**src/rtl/decoder_pkg.sv**
```systemverilog
// Shared datapath types for decode, execute and the load/store unit.
// Memory access widths and LSU transaction states live here.
package decoder_pkg;

  typedef logic [31:0] word;

  typedef enum logic [1:0] {
    MEM_BYTE = 2'd0,
    MEM_HALF = 2'd1,
    MEM_WORD = 2'd2
  } mem_width_t;

  typedef enum logic [1:0] {
    IDLE = 2'd0,
    REQ  = 2'd1,
    WAIT = 2'd2,
    DONE = 2'd3
  } lsu_state_t;

endpackage

```
**src/rtl/lsu_align.sv**
```systemverilog
// Byte-lane steering for the LSU: store enables/replication,
// load alignment with sign/zero extension, and alignment check.
module lsu_align
  import decoder_pkg::*;
(
  input  logic [1:0] addr_lo,
  input  mem_width_t width,
  input  logic       sign_ext,
  input  word        wdata,
  input  word        rdata,
  output logic [3:0] be,
  output word        wdata_rep,
  output word        rdata_ext,
  output logic       misaligned
);

  word sh;

  always_comb begin
    be         = 4'b0000;
    wdata_rep  = '0;
    rdata_ext  = '0;
    misaligned = 1'b0;
    sh         = rdata >> {addr_lo, 3'b000};
    unique case (width)
      MEM_BYTE: begin
        be        = 4'b0001 << addr_lo;
        wdata_rep = {4{wdata[7:0]}};
        rdata_ext = {{24{sign_ext & sh[7]}}, sh[7:0]};
      end
      MEM_HALF: begin
        be         = 4'b0011 << {addr_lo[1], 1'b0};
        wdata_rep  = {2{wdata[15:0]}};
        rdata_ext  = {{16{sign_ext & sh[15]}}, sh[15:0]};
        misaligned = addr_lo[0];
      end
      MEM_WORD: begin
        be         = 4'b1111;
        wdata_rep  = wdata;
        rdata_ext  = sh;
        misaligned = |addr_lo;
      end
      default: begin
        misaligned = 1'b1;
      end
    endcase
  end

endmodule

```
**src/rtl/lsu.sv**
```systemverilog
// Load/store unit: one outstanding op, valid/ready bus request,
// aligned load result for writeback, misalign and timeout flags.
module lsu
  import decoder_pkg::*;
#(
  parameter int TIMEOUT_CYCLES = 16
) (
  input  logic       clk,
  input  logic       reset,
  input  logic       req_valid,
  input  logic       req_we,
  input  mem_width_t req_width,
  input  logic       req_sign_ext,
  input  word        req_addr,
  input  word        req_wdata,
  output logic       busy,
  output logic       rsp_valid,
  output word        rsp_data,
  output logic       misaligned,
  output logic       bus_error,
  output logic       mem_req_valid,
  input  logic       mem_req_ready,
  output logic       mem_we,
  output word        mem_addr,
  output logic [3:0] mem_be,
  output word        mem_wdata,
  input  logic       mem_rsp_valid,
  input  word        mem_rsp_rdata
);

  localparam int CW = (TIMEOUT_CYCLES > 2) ?
                      $clog2(TIMEOUT_CYCLES) : 1;
  localparam logic [CW-1:0] CNT_MAX =
    CW'(TIMEOUT_CYCLES - 1);

  lsu_state_t state_q, state_d;
  logic [CW-1:0] cnt_q, cnt_d;
  mem_width_t width_q, width_d;
  logic sign_q, sign_d;
  logic [1:0] lo_q, lo_d;
  word mem_addr_q, mem_addr_d;
  logic [3:0] mem_be_q, mem_be_d;
  word mem_wdata_q, mem_wdata_d;
  logic mem_we_q, mem_we_d;
  word rsp_data_q, rsp_data_d;
  logic mis_q, mis_d;
  logic berr_q, berr_d;

  logic       idle;
  logic [1:0] al_lo;
  mem_width_t al_w;
  logic       al_sx;
  logic [3:0] al_be;
  word        al_wdata;
  word        al_rdata;
  logic       al_mis;
  logic       expired;

  // Decode live request fields in IDLE, latched ones afterwards.
  assign idle  = (state_q == IDLE);
  assign al_lo = idle ? req_addr[1:0] : lo_q;
  assign al_w  = idle ? req_width : width_q;
  assign al_sx = idle ? req_sign_ext : sign_q;

  lsu_align u_align (
    .addr_lo    (al_lo),
    .width      (al_w),
    .sign_ext   (al_sx),
    .wdata      (req_wdata),
    .rdata      (mem_rsp_rdata),
    .be         (al_be),
    .wdata_rep  (al_wdata),
    .rdata_ext  (al_rdata),
    .misaligned (al_mis)
  );

  assign expired = (cnt_q == CNT_MAX);

  always_comb begin
    state_d     = state_q;
    cnt_d       = cnt_q;
    width_d     = width_q;
    sign_d      = sign_q;
    lo_d        = lo_q;
    mem_addr_d  = mem_addr_q;
    mem_be_d    = mem_be_q;
    mem_wdata_d = mem_wdata_q;
    mem_we_d    = mem_we_q;
    rsp_data_d  = rsp_data_q;
    mis_d       = 1'b0;
    berr_d      = 1'b0;
    unique case (state_q)
      IDLE: begin
        if (req_valid && !mis_q) begin
          width_d = req_width;
          sign_d  = req_sign_ext;
          lo_d    = req_addr[1:0];
          if (al_mis) begin
            mis_d = 1'b1;
          end else begin
            mem_addr_d  = {req_addr[31:2], 2'b00};
            mem_be_d    = al_be;
            mem_wdata_d = al_wdata;
            mem_we_d    = req_we;
            cnt_d       = '0;
            state_d     = REQ;
          end
        end
      end
      REQ: begin
        if (!expired) cnt_d = cnt_q + 1'b1;
        if (mem_req_ready) begin
          state_d = mem_we_q ? DONE : WAIT;
        end else if (expired) begin
          berr_d  = 1'b1;
          state_d = IDLE;
        end
      end
      WAIT: begin
        if (!expired) cnt_d = cnt_q + 1'b1;
        if (mem_rsp_valid) begin
          rsp_data_d = al_rdata;
          state_d    = DONE;
        end else if (expired) begin
          berr_d  = 1'b1;
          state_d = IDLE;
        end
      end
      DONE: begin
        state_d = IDLE;
      end
      default: begin
        state_d = IDLE;
      end
    endcase
  end

  always_ff @(posedge clk or negedge reset) begin
    if (!reset) begin
      state_q     <= IDLE;
      cnt_q       <= '0;
      width_q     <= MEM_BYTE;
      sign_q      <= 1'b0;
      lo_q        <= 2'b00;
      mem_addr_q  <= '0;
      mem_be_q    <= 4'b0000;
      mem_wdata_q <= '0;
      mem_we_q    <= 1'b0;
      rsp_data_q  <= '0;
      mis_q       <= 1'b0;
      berr_q      <= 1'b0;
    end else begin
      state_q     <= state_d;
      cnt_q       <= cnt_d;
      width_q     <= width_d;
      sign_q      <= sign_d;
      lo_q        <= lo_d;
      mem_addr_q  <= mem_addr_d;
      mem_be_q    <= mem_be_d;
      mem_wdata_q <= mem_wdata_d;
      mem_we_q    <= mem_we_d;
      rsp_data_q  <= rsp_data_d;
      mis_q       <= mis_d;
      berr_q      <= berr_d;
    end
  end

  assign busy          = !idle || mis_q;
  assign rsp_valid     = (state_q == DONE);
  assign rsp_data      = rsp_data_q;
  assign misaligned    = mis_q;
  assign bus_error     = berr_q;
  assign mem_req_valid = (state_q == REQ);
  assign mem_we        = mem_we_q;
  assign mem_addr      = mem_addr_q;
  assign mem_be        = mem_be_q;
  assign mem_wdata     = mem_wdata_q;

endmodule

```
**config.mk**
```make
export PLATFORM = sky130hd
export DESIGN_NAME = lsu
export DESIGN_NICKNAME = d
export VERILOG_FILES = /design/src/rtl/decoder_pkg.sv /design/src/rtl/lsu_align.sv /design/src/rtl/lsu.sv
export SDC_FILE = /design/constraint.sdc
export NUM_CORES = 1
export LEC_CHECK = 0
export CAP_MARGIN = 20
export CORE_MARGIN = 10
export CORE_UTILIZATION = 30
export DETAILED_ROUTE_END_ITERATION = 7
export GPL_TIMING_DRIVEN = 1
export PLACE_DENSITY_LB_ADDON = 0.12
export SLEW_MARGIN = 20
export SYNTH_ARGS = -nofsm -noshare
export SYNTH_HDL_FRONTEND = slang
export SYNTH_SLANG_ARGS = --single-unit
```
**constraint.sdc**
```tcl
create_clock -name clk -period 2.37 [get_ports clk]
set_input_delay 0.474 -clock clk [delete_from_list [all_inputs] [get_ports clk]]
set_output_delay 0.474 -clock clk [all_outputs]
set_load 0.01 [all_outputs]
```
After elaboration in Yosys (flattened, before gate mapping)
Index checks and enable logic that the tools add are counted.

Add/subtract/negate cells: 1. Equality and inequality tests: 9. Shift-type cells: 3. Multiplexer cells: 25. Bitwise gates (word level): 3. Reduce and logical (&&, ||, !) cells: 14.

Operators by type and width (count): $pmux 32 s3 (2); $shr 32x5->32 (1); $mux 2 (7); $mux 4 (3); $pmux 4 s3 (1); $mux 1 (8); $pmux 2 s4 (1); $pmux 4 s2 (1); $eq 2x2->1 const B (3); $reduce_and 2->1 (3); $add 4x1->4 const B (1); $eq 2x1->1 const B (2); $eq 4x4->1 const B (1); $logic_not 2->1 (2); $ne 2x2->1 const B (2); $reduce_and 4->1 (1); $reduce_or 2->1 (2); $shl 1x2->4 const A (1); $shl 2x2->4 const A (1); $pmux 1 s3 (1); $reduce_and 3->1 (1); $and 1x1->1 (2); $logic_not 1->1 (2); $ne 2x1->1 const B (1); other kinds (5) (5).

Flip-flop bits (word level): 112. Input bits: 105.

Logic depth before layout (Yosys ltp)
Gate-level depths: netlist of run 1.

Word-level depth: 7. Depth in mapped cells: 11.

Hierarchy
Synthesis of run 1 repeated with hierarchy kept, for this count alone.

Cell total of the unflattened synthesis: 639. Area, all modules: 6005.8 um2.

Modules (own cells, without submodules): lsu (times used 1, cells an instance 431, area each 4483.0 um2, seq. area each 2802.7 um2); lsu_align (times used 1, cells an instance 208, area each 1522.7 um2, seq. area each 0.0 um2).

Least setup slack after synthesis of run 1
No wires, ideal clock.

Path type: flip-flop to flip-flop. Start: register state_q[0]. End: register cnt_q[0]. Setup time: 0.125 ns. Arrival time: 2.305 ns. Path slack: -0.060 ns. Cell stages (with the launch flop): 10. Clock period less this slack: 2.430 ns. Cell sequence: dfrtp_1 > inv_1 > ha_1 > buf_6 > buf_2 > mux2_4 > nor3_1 > o21ai_1 > a21oi_1 > mux2_2.

Word-level cells in the longest chain between the ends: 6. Elaborated cells on any way between the ends: 17. Classes of those cells: eq/ne: 7; mux: 4; reduce/logical: 6.

Ends and longest elaborated chain: start, declared (RTL line lsu.sv:36) `lsu_state_t state_q, state_d;`; start signal, assigned (RTL line lsu.sv:153) `state_q <= state_d;`; $logic_not 2->1 (RTL line lsu.sv:60, lsu.sv:92); $mux 2 (on tied branches) (RTL line lsu.sv:62, lsu.sv:61); $eq 2x2->1 (tied with other cells) (RTL line lsu_align.sv:25) `unique case (width)`; $pmux 1 s3 (RTL line lsu_align.sv:25); $ne 2x2->1 (no line); $reduce_and 4->1 (no line); end signal, assigned (RTL line lsu.sv:154) `cnt_q <= cnt_d;`; end, declared (RTL line lsu.sv:37) `logic [CW-1:0] cnt_q, cnt_d;`.

Parallel ways exist; a longest one is shown, timed or not. A chain may end at the register's enable or synchronous reset.

Final worst setup path of run 1
Start: register state_q[0]. End: register mem_addr_q[19] (netlist: mem_addr[19]).

Word-level cells in the longest chain between the ends: 6. Elaborated cells on any way between the ends: 10. Classes of those cells: eq/ne: 2; mux: 3; bitwise: 1; reduce/logical: 4.

Ends and longest elaborated chain: $logic_not 2->1 * (RTL line lsu.sv:60, lsu.sv:92); $mux 2 (on tied branches) (RTL line lsu.sv:62, lsu.sv:61); $eq 2x2->1 (tied with other cells) (RTL line lsu_align.sv:25); $pmux 1 s3 (RTL line lsu_align.sv:25); $not 1->1 (no line); $reduce_and 3->1 (no line) *; end signal, assigned (RTL line lsu.sv:158) `mem_addr_q <= mem_addr_d;`; end, declared (RTL line lsu.sv:41) `word mem_addr_q, mem_addr_d;`.

Every way passes the cells marked *; elsewhere a longest branch is shown, timed or not.

==> results.sh, run 1 <==
export IMPL_status="completed"
export IMPL_p_sw_mw=4.27
export IMPL_critPathMostFrequentCell="buf_4"
export IMPL_vias=4878
export IMPL_synth_cells=503
export IMPL_combPwrFrac_pct=57.2
export IMPL_crit_arrival_ns=2.50
export IMPL_clk_insertion_delay_late_ns=0.36
export IMPL_reg2reg_slack_ns=0.11
export IMPL_fin_crit_sh_pct=95.5
export IMPL_cts_buffers=9
export IMPL_synthFlopType="dfrtp_1"
export IMPL_synthSimpleGateAreaFrac_pct=12.5
export IMPL_fill_cells=1582
export IMPL_die_y_um=154
export IMPL_ys_types=51
export IMPL_start_kind="flip-flop"
export IMPL_rsz0062_at_grt="false"
export IMPL_finalCriticalPeriod_ns=2.26
export IMPL_yosysWarnings=0
export IMPL_synth_top_area_share_pct=52.1
export IMPL_slew_violations=0
export IMPL_worst_slew_pin_slew_ns=0.698
export IMPL_path_class="flip-flop to flip-flop"
export IMPL_clk_path_buf_depth=2
export IMPL_cts_root_buffer="clkbuf_16"
export IMPL_cts_tree="built"
export IMPL_viasPerCell=5.06
export IMPL_timing_rr_end="mem_addr[19]"
export IMPL_synth_most_common_cell="dfrtp_1"
export IMPL_synthXorXnorAreaFrac_pct=0.326
export IMPL_rr_startpoint="state_q[0]"
export IMPL_cp_max_fo=16
export IMPL_dp_cells=945
export IMPL_area_delta_synth_final_pct=56.1
export IMPL_dp_hpwl_mm=15.0
export IMPL_track_usage_pct=15.8
export IMPL_maxSlewHeadroom_pct=53.2
export IMPL_antenna_left=0
export IMPL_cts_sinks=112
export IMPL_design_core_area_um2=17400
export IMPL_internal_power_mw=7.11
export IMPL_pwr_share_clk_pct=13.6
export IMPL_wirelength_mm=19.3
export IMPL_ctsHtreeMaxLevel=3
export IMPL_first_global_vias=5025
export IMPL_synth_area_leaders="dfrtp_1, mux2_2, nand2_1, mux2i_1, a221oi_1"
export IMPL_avgSynthCellArea_um2=10.7
export IMPL_p_leak_nw=3.58
export IMPL_gp_congestion=0.873
export IMPL_drive_gt1_share_pct=16.1
export IMPL_io_buffers=208
export IMPL_syn_area_um2=5380
export IMPL_cap_violations=0
export IMPL_vdd_drop_max_v=0.000543
export IMPL_crit_chain="inv_2 -> ha_4 -> buf_4 -> mux2i_4 -> o21ai_0 -> buf_4 -> a21oi_4 -> buf_12 -> buf_16 -> mux2_2"
export IMPL_r2r_cells=10
export IMPL_synth_seq_cells=112
export IMPL_synthMuxAreaShare_pct=13.9
export IMPL_synth_edff_count=0
export IMPL_layoutNonFillerInstCount=964
export IMPL_ios=211
export IMPL_dpl_cell_area_um2=7980
export IMPL_firstDrtPassIters=5
export IMPL_antenna_found_initial=0
export IMPL_sw_frac_of_total_pct=37.5
export IMPL_grt_ovfl_total=0
export IMPL_crit_path_end_kind="flip-flop"
export IMPL_cp_slowest_stage_delay_ns=0.39
export IMPL_critPathLaunch="state_q[0]"
export IMPL_netlist_top_cell_by_area="dfrtp_1"
export IMPL_die_w_um=154
export IMPL_nets=844
export IMPL_grt_max_degree=44
export IMPL_design_area_um2=8400
export IMPL_dieArea_um2=23700
export IMPL_hold_viol=0
export IMPL_dr_first_iter_drc_count=265
export IMPL_routedWlPerCell_um=20.0
export IMPL_seq_area_frac_synth_pct=52.1
export IMPL_fin_skew_ns=0.0104
export IMPL_seqPwrFrac_pct=29.2
export IMPL_synth_top_family_by_area="compound AO/OA/AOI/OAI gates"
export IMPL_synth_compound_area_share_pct=16.5
export IMPL_yosys_area_share_adder_pct=1.16
export IMPL_p_total_mw=11.4
export IMPL_antenna_cells=0
export IMPL_powerDensity_nw_per_um2=1350
export IMPL_synth_common_cells="dfrtp_1, nand2_1, nor2_1"
export IMPL_rows=48
export IMPL_slowest_stage="dfrtp_1"
export IMPL_crit_required_ns=2.61
export IMPL_drc=0
export IMPL_synthArstFlopShare_pct=100
export IMPL_hold_path_class="input pin to async pin"
export IMPL_fmax_mhz=442
export IMPL_grt_pass1_wl_mm=29.8
export IMPL_start_util_pct=30.9
export IMPL_setup_viol_count_final=0
export IMPL_clkTransAtPathRegs_ns=0.08
[how the worst max path moves through the flow]
| stage | cells past startpoint | endpoint |
|---|---|---|
| 3_3_place_gp | 7 | cnt_q[0] |
| 4_1_cts | 9 | mem_addr[9] |
| 2_1_floorplan | 9 | mem_addr[17] |
| 3_5_place_dp | 6 | cnt_q[0] |
| 5_1_grt | 10 | mem_addr[8] |
| 6_report | 10 | mem_addr[19] |
[stage by stage]
step | utilization (%) | hold slack [ns] | setup TNS [ns] | worst slack [ns]
floorplan | - | 0.178 | -0.329 | -0.0179
finish | 48.2 | 0.0722 | 0 | 0.108
global placement | 45.8 | 0.466 | -1.71 | -0.0832
global route | 48.2 | 0.104 | 0 | 0.0232
CTS | 47.8 | 0.0794 | -0.0283 | -0.00599
detailed placement | 45.8 | 0.467 | -4.33 | -0.137
[power groups by stage]
stage / Combinational, mW / Clock [mW] / Sequential (mW)
after global placement: 6.25 / 0 / 3.33
final: 6.50 / 1.55 / 3.32
after CTS: 6.46 / 1.59 / 3.33
after detailed placement: 6.35 / 0 / 3.36
after floorplan: 2.84 / 0 / 3.66
after global routing: 7.07 / 1.67 / 3.44
[metal layers]
metal | track usage, % | wire length (um)
met5 | 0 | 0
met4 | 4.77 | 242
met3 | 3.29 | 1010
met2 | 25.4 | 9250
met1 | 20.9 | 8760
[critical path: cells and delay by family, from the launching register on]
kind | cells | cell delay (ns)
flip-flops | 1 | 0.39
AO/OA/AOI/OAI | 2 | 0.26
adder cells (fa/ha/maj) | 1 | 0.16
multiplexers | 2 | 0.62
buffers and inverters | 5 | 0.71
[area by class of cell]
class	instances	area, um^2	area share [%]
tap	225	282	3.35
inverter	5	18.8	0.223
clock buffer	9	225	2.68
multi-input combinational	353	2470	29.4
clock inverter	7	70.1	0.834
sequential	112	2800	33.4
timing repair buffer	253	2540	30.2
[registers in the layout (all words and copies together), names as in the netlist]
signal and cells:
lo_q 2, state_q 2, mem_wdata 32, mem_addr 30
misaligned 1, bus_error 1, mem_be 4, width_q 2
mem_we 1, cnt_q 4, rsp_data 32, sign_q 1
[repair_timing]
action | in CTS | in global routing
gates resized for setup | 7 | 8
hold buffers | 0 | 0
buffers inserted | 0 | 1
pin swaps | 0 | 1
endpoints found under the setup margin | 60 | 78
gates cloned | 1 | 1
[cells by family (layout without fill, tap and decap cells)]
group | Yosys count | count (layout)
xor+xnor | 2 | 2
compound gates | 118 | 118
mux | 67 | 67
simple gates | 159 | 159
flops | 112 | 112
fa+ha+maj | 5 | 5
other cells | 1 | 2
buf+inv | 39 | 274
[cells in the final DEF, fill, tap and decap left out, types with 3 or more instances in the layout]
cell | netlist | final
a221o_1 | 9 | 9
clkdlybuf4s50_1 | 0 | 206
clkinv_2 | 0 | 3
a21oi_1 | 23 | 21
mux2_1 | 6 | 6
ha_1 | 5 | 4
buf_4 | 5 | 36
nand2b_1 | 4 | 4
a211o_1 | 8 | 8
o21ai_0 | 22 | 22
nand2_1 | 73 | 73
dfrtp_1 | 112 | 112
mux2i_1 | 21 | 18
mux2_4 | 4 | 4
and2_1 | 4 | 4
and3_1 | 3 | 3
a221oi_1 | 23 | 23
nor2b_1 | 3 | 3
nor2_1 | 45 | 44
buf_12 | 0 | 6
inv_1 | 5 | 3
a32o_1 | 11 | 11
nand3_1 | 11 | 10
clkbuf_16 | 0 | 10
nor3_1 | 12 | 10
mux2_2 | 35 | 35
Power figures use the tool's default switching activity.
==> run 2: changes to the inputs <==
Settings changed: TNS_END_PERCENT from default to 5.
==> run 2 against run 1 <==
Total power is 3.4% higher. Clock-buffer cell count is 3 higher. Cell count is 0.73% higher. Clock skew is 0.0041 ns lower. Global-route usage is 0.21 points lower. Via count is 0.43% higher. Critical endpoint is now rsp_data[12]. Highest routed layer unchanged. Sequential cell count stayed put. Maximum frequency is 0.66% higher.
==> results.sh, run 2 (synthesized netlist as in run 1, its figures left out) <==
export IMPL_status="completed"
export IMPL_sw_frac_of_total_pct=36.4
export IMPL_layoutNonFillerInstCount=971
export IMPL_p_total_mw=11.8
export IMPL_antenna_found_initial=0
export IMPL_viasPerCell=5.05
export IMPL_crit_path_end_kind="flip-flop"
export IMPL_ios=211
export IMPL_start_kind="flip-flop"
export IMPL_final_common_cell="clkdlybuf4s50_1"
export IMPL_vias=4899
export IMPL_hold_path_class="input pin to async pin"
export IMPL_dr_first_iter_drc_count=249
export IMPL_dieArea_um2=23700
export IMPL_cp_max_fo=9
export IMPL_p_leak_nw=3.64
export IMPL_slowest_stage="dfrtp_1"
export IMPL_cts_tree="built"
export IMPL_fin_crit_sh_pct=94.8
export IMPL_tns_ns=0
export IMPL_cp_slowest_stage_delay_ns=0.39
export IMPL_crit_arrival_ns=2.47
export IMPL_clk_insertion_delay_late_ns=0.35
export IMPL_dpl_cell_area_um2=8000
export IMPL_clk_path_buf_depth=2
export IMPL_clkTransAtPathRegs_ns=0.07
export IMPL_antenna_left=0
export IMPL_fin_ws_ns=0.123
export IMPL_start_util_pct=30.9
export IMPL_cap_violations=0
export IMPL_fin_skew_ns=0.00636
export IMPL_ctsHtreeMaxLevel=3
export IMPL_firstDrtPassIters=5
export IMPL_nets=851
export IMPL_final_cell_mix="clkdlybuf4s50_1, dfrtp_1, nand2_1"
export IMPL_vdd_drop_max_v=0.000514
export IMPL_cts_root_buffer="clkbuf_16"
export IMPL_die_y_um=154
export IMPL_pwr_share_clk_pct=15.6
export IMPL_area_delta_synth_final_pct=57.8
export IMPL_path_class="flip-flop to flip-flop"
export IMPL_rr_startpoint="state_q[0]"
export IMPL_grt_pass1_wl_mm=29.6
export IMPL_fmax_mhz=445
export IMPL_internal_power_mw=7.47
export IMPL_timing_rr_end="rsp_data[12]"
export IMPL_gp_congestion=0.890
export IMPL_r2r_cells=9
export IMPL_io_buffers=208
export IMPL_routedWlPerCell_um=20.1
export IMPL_fill_cells=1612
export IMPL_p_sw_mw=4.29
export IMPL_wirelength_mm=19.5
export IMPL_crit_chain="inv_2 -> ha_4 -> buf_6 -> mux2_4 -> mux2i_2 -> a221oi_2 -> buf_4 -> a221oi_1 -> o21ai_0"
export IMPL_antenna_cells=0
export IMPL_design_area_um2=8490
export IMPL_drive_gt1_share_pct=16.9
export IMPL_track_usage_pct=15.6
export IMPL_cts_hold_buf=0
export IMPL_slew_violations=0
export IMPL_cts_sinks=112
export IMPL_setup_viol_count_final=0
export IMPL_dp_cells=951
export IMPL_combPwrFrac_pct=56.2
export IMPL_first_global_vias=5005
export IMPL_powerDensity_nw_per_um2=1380
export IMPL_rows=48
export IMPL_die_w_um=154
export IMPL_cts_buffers=9
export IMPL_reg2reg_slack_ns=0.12
export IMPL_grt_max_degree=59
export IMPL_grt_ovfl_total=0
export IMPL_dp_slack_ns=-0.191
export IMPL_drc=0
export IMPL_crit_required_ns=2.59
export IMPL_design_core_area_um2=17400
export IMPL_dp_hpwl_mm=14.9
export IMPL_seqPwrFrac_pct=28.3
export IMPL_finalCriticalPeriod_ns=2.25
export IMPL_hold_viol=0
run 2: cell count changes in the layout (fill, tap and decap cells not counted), sizes merged:
cell	change
clkinv	-3
bufinv	+2
clkbuf	+4
inv	-1
clkinvlp	-1
buf	+6
run 2: cell type report:
| cell class | count | area, um^2 | area share [%] |
|---|---|---|---|
| multi-input cells | 353 | 2470 | 29.1 |
| flip-flops and latches | 112 | 2800 | 33.0 |
| clock buffers | 12 | 267 | 3.14 |
| well taps | 225 | 282 | 3.31 |
| clock inverters | 4 | 98.8 | 1.16 |
| repair buffers | 260 | 2560 | 30.1 |
| inverters | 5 | 18.8 | 0.221 |
run 2: layer usage:
layer	GRT usage (%)	routed length (um)	vias to the layer above
li1	-	-	2310
met1	20.2	8660	2415
met2	25.4	9500	156
met3	3.29	1040	18
met4	5.17	310	0
met5	0	0	-
run 2: worst max path at each step:
stage	start	endpoint	slack (ns)	depth (start not counted)
5_1_grt	state_q[0]	mem_addr[6]	-0.00006	9
4_1_cts	state_q[0]	mem_addr[29]	0.01	9
3_5_place_dp	state_q[1]	rsp_data[14]	-0.19	9
6_report	state_q[0]	rsp_data[12]	0.12	9
2_1_floorplan	state_q[0]	mem_addr[17]	-0.03	9
3_3_place_gp	req_addr[1]	cnt_q[0]	-0.10	7
run 2: timing repair:
item / in CTS / in global routing
setup endpoints to repair: 72 / 73
gates cloned: 0 / 2
pin swaps: 0 / 1
buffers inserted: 0 / 2
gates resized for setup: 5 / 13
run 2: worst max-delay path: cells and delay by family, from the launching register on:
kind,cells,cell delay (ns)
buffers and inverters,3,0.41
adder cells (fa/ha/maj),1,0.17
AO/OA/AOI/OAI,3,0.56
flip-flops,1,0.39
multiplexers,2,0.57
run 2: through the flow:
stage / hold WS, ns / util (%)
floorplan: 0.178 / -
global placement: 0.451 / 45.9
detailed placement: 0.461 / 45.9
CTS: 0.0751 / 48.1
global route: 0.0984 / 48.8
finish: 0.0661 / 48.8
run 2: power by group through the flow:
stage | registers [mW] | clock network [mW] | logic (mW)
after global routing | 3.43 | 1.98 | 7.14
after CTS | 3.33 | 1.89 | 6.46
final | 3.32 | 1.83 | 6.60
after floorplan | 3.66 | 0 | 2.83
after detailed placement | 3.36 | 0 | 6.41
after global placement | 3.34 | 0 | 6.31
==> run 3: changes to the inputs <==
Settings changed: CORE_ASPECT_RATIO from default to 1.25, PLACE_DENSITY from default to 0.66, PLACE_DENSITY_LB_ADDON 0.12 to default.
==> run 3 against run 2 <==
Sequential power about the same. Largest power group unchanged. Critical endpoint is now rsp_data[30]. Global-route usage shrank 0.23 points. Critical path depth is 1 lower.
==> results.sh, run 3 (synthesized netlist as in run 1, its figures left out) <==
export IMPL_path_class="flip-flop to flip-flop"
export IMPL_fin_crit_sh_pct=99.0
export IMPL_cts_sinks=112
export IMPL_drc=0
export IMPL_cts_hold_buf=0
export IMPL_fin_skew_ns=0.00943
export IMPL_grt_pass1_wl_mm=29.6
export IMPL_ios=211
export IMPL_grt_max_degree=45
export IMPL_maxSlewHeadroom_pct=58.5
export IMPL_dr_wl_met3_mm=1.74
export IMPL_first_global_vias=5269
export IMPL_cp_max_fo=8
export IMPL_dpl_cell_area_um2=7990
export IMPL_r2r_cells=8
export IMPL_reg2reg_slack_ns=0.02
export IMPL_start_util_pct=30.6
export IMPL_seqCellArea_um2=2800
export IMPL_cts_buffers=9
export IMPL_rr_startpoint="state_q[1]"
export IMPL_cts_tree="built"
export IMPL_firstDrtPassIters=5
export IMPL_final_cell_mix="clkdlybuf4s50_1, dfrtp_1, nand2_1"
export IMPL_gp_congestion=0.917
export IMPL_holdWs_ns=0.139
export IMPL_p_total_mw=11.9
export IMPL_dr_first_iter_drc_count=254
export IMPL_rows=54
export IMPL_design_core_area_um2=17600
export IMPL_design_area_um2=8630
export IMPL_hold_path_class="input pin to async pin"
export IMPL_powerDensity_nw_per_um2=1380
export IMPL_area_delta_synth_final_pct=60.3
export IMPL_routed_top_layer="met4"
export IMPL_fin_ws_ns=0.0228
export IMPL_finalCriticalPeriod_ns=2.35
export IMPL_p_leak_nw=3.67
export IMPL_track_usage_pct=15.4
export IMPL_die_y_um=170
export IMPL_wl_met2_mm=9.46
export IMPL_wirelength_mm=19.6
export IMPL_final_common_cell="clkdlybuf4s50_1"
export IMPL_clk_path_buf_depth=2
export IMPL_grt_ovfl_total=0
export IMPL_antenna_cells=0
export IMPL_fmax_mhz=426
export IMPL_critPathLaunch="state_q[1]"
export IMPL_multi_input_area_um2=2570
export IMPL_rsz0062_at_grt="true"
export IMPL_hold_viol=0
export IMPL_dieArea_um2=23700
export IMPL_viasPerCell=5.19
export IMPL_routedWlPerCell_um=20.1
export IMPL_clk_insertion_delay_late_ns=0.35
export IMPL_start_kind="flip-flop"
export IMPL_timing_rr_end="rsp_data[30]"
export IMPL_crit_required_ns=2.61
export IMPL_die_w_um=140
export IMPL_worst_slew_pin_slew_ns=0.622
export IMPL_antenna_found_initial=0
export IMPL_antenna_left=0
export IMPL_status="completed"
export IMPL_fill_cells=1563
export IMPL_ctsHtreeMaxLevel=3
export IMPL_dp_cells=944
export IMPL_vias=5059
export IMPL_crit_arrival_ns=2.59
export IMPL_drive_gt1_share_pct=19.1
export IMPL_nets=855
export IMPL_layoutNonFillerInstCount=974
export IMPL_met1_length_mm=8.22
export IMPL_dp_slack_ns=-0.123
export IMPL_slew_violations=0
export IMPL_cap_violations=0
export IMPL_cts_root_buffer="clkbuf_16"
export IMPL_dp_hpwl_mm=14.8
export IMPL_setup_viol_count_final=0
export IMPL_io_buffers=208
export IMPL_crit_path_end_kind="flip-flop"
export IMPL_clkTransAtPathRegs_ns=0.08
export IMPL_vdd_drop_max_v=0.000555
run 3: repair_timing:
action                                 in CTS  in global routing
cloned                                      2                  2
buffers inserted                            5                  7
gates resized for setup                     7                 30
pin swaps                                   7                  5
setup endpoints to repair                  53                 82
endpoints found under the hold margin       0                  0
run 3: cell type report:
type                    instances  area share (%)
clock inverters                 5           0.725
flip-flops and latches        112            32.5
multi-input cells             354            29.8
inverters                       5           0.218
clock buffers                  11            2.93
repair buffers                263            30.6
well taps                     224            3.25
run 3: metrics by stage:
| step | TNS (ns) | utilization (%) |
|---|---|---|
| floorplan | -0.741 | - |
| global placement | -0.713 | 45.5 |
| detailed placement | -3.90 | 45.5 |
| CTS | -0.0141 | 47.9 |
| global route | -2.34 | 49.1 |
| finish | 0 | 49.1 |
run 3: critical path, cell delays in order (launching register included):
cell and delay, ns:
dfrtp_1 0.39, inv_2 0.09, ha_4 0.16, buf_12 0.12, mux2_4 0.32, mux2_4 0.31
a221o_1 0.37, o211a_4 0.21, a221o_1 0.27
run 3: how the worst max path moves through the flow:
| stage | slack, ns | endpoint | depth (start not counted) |
|---|---|---|---|
| CTS | -0.01 | rsp_data[16] | 8 |
| global placement | -0.04 | rsp_data[18] | 6 |
| global route | -0.10 | mem_wdata[18] | 12 |
| floorplan | -0.03 | mem_addr[17] | 9 |
| detailed placement | -0.12 | rsp_data[17] | 6 |
| finish | 0.02 | rsp_data[30] | 8 |
run 3: layer usage:
layer	vias to the layer above	GRT usage, %
met1	2468	18.8
met3	20	5.46
met5	-	0
met2	249	25.2
li1	2322	-
met4	0	4.05
run 3: power by group:
| part | leakage [nW] | internal, mW | switching (mW) |
|---|---|---|---|
| clock | 0.148 | 0.884 | 0.713 |
| combinational | 2.14 | 3.74 | 3.18 |
| sequential | 1.38 | 2.80 | 0.542 |
| total | 3.67 | 7.43 | 4.44 |
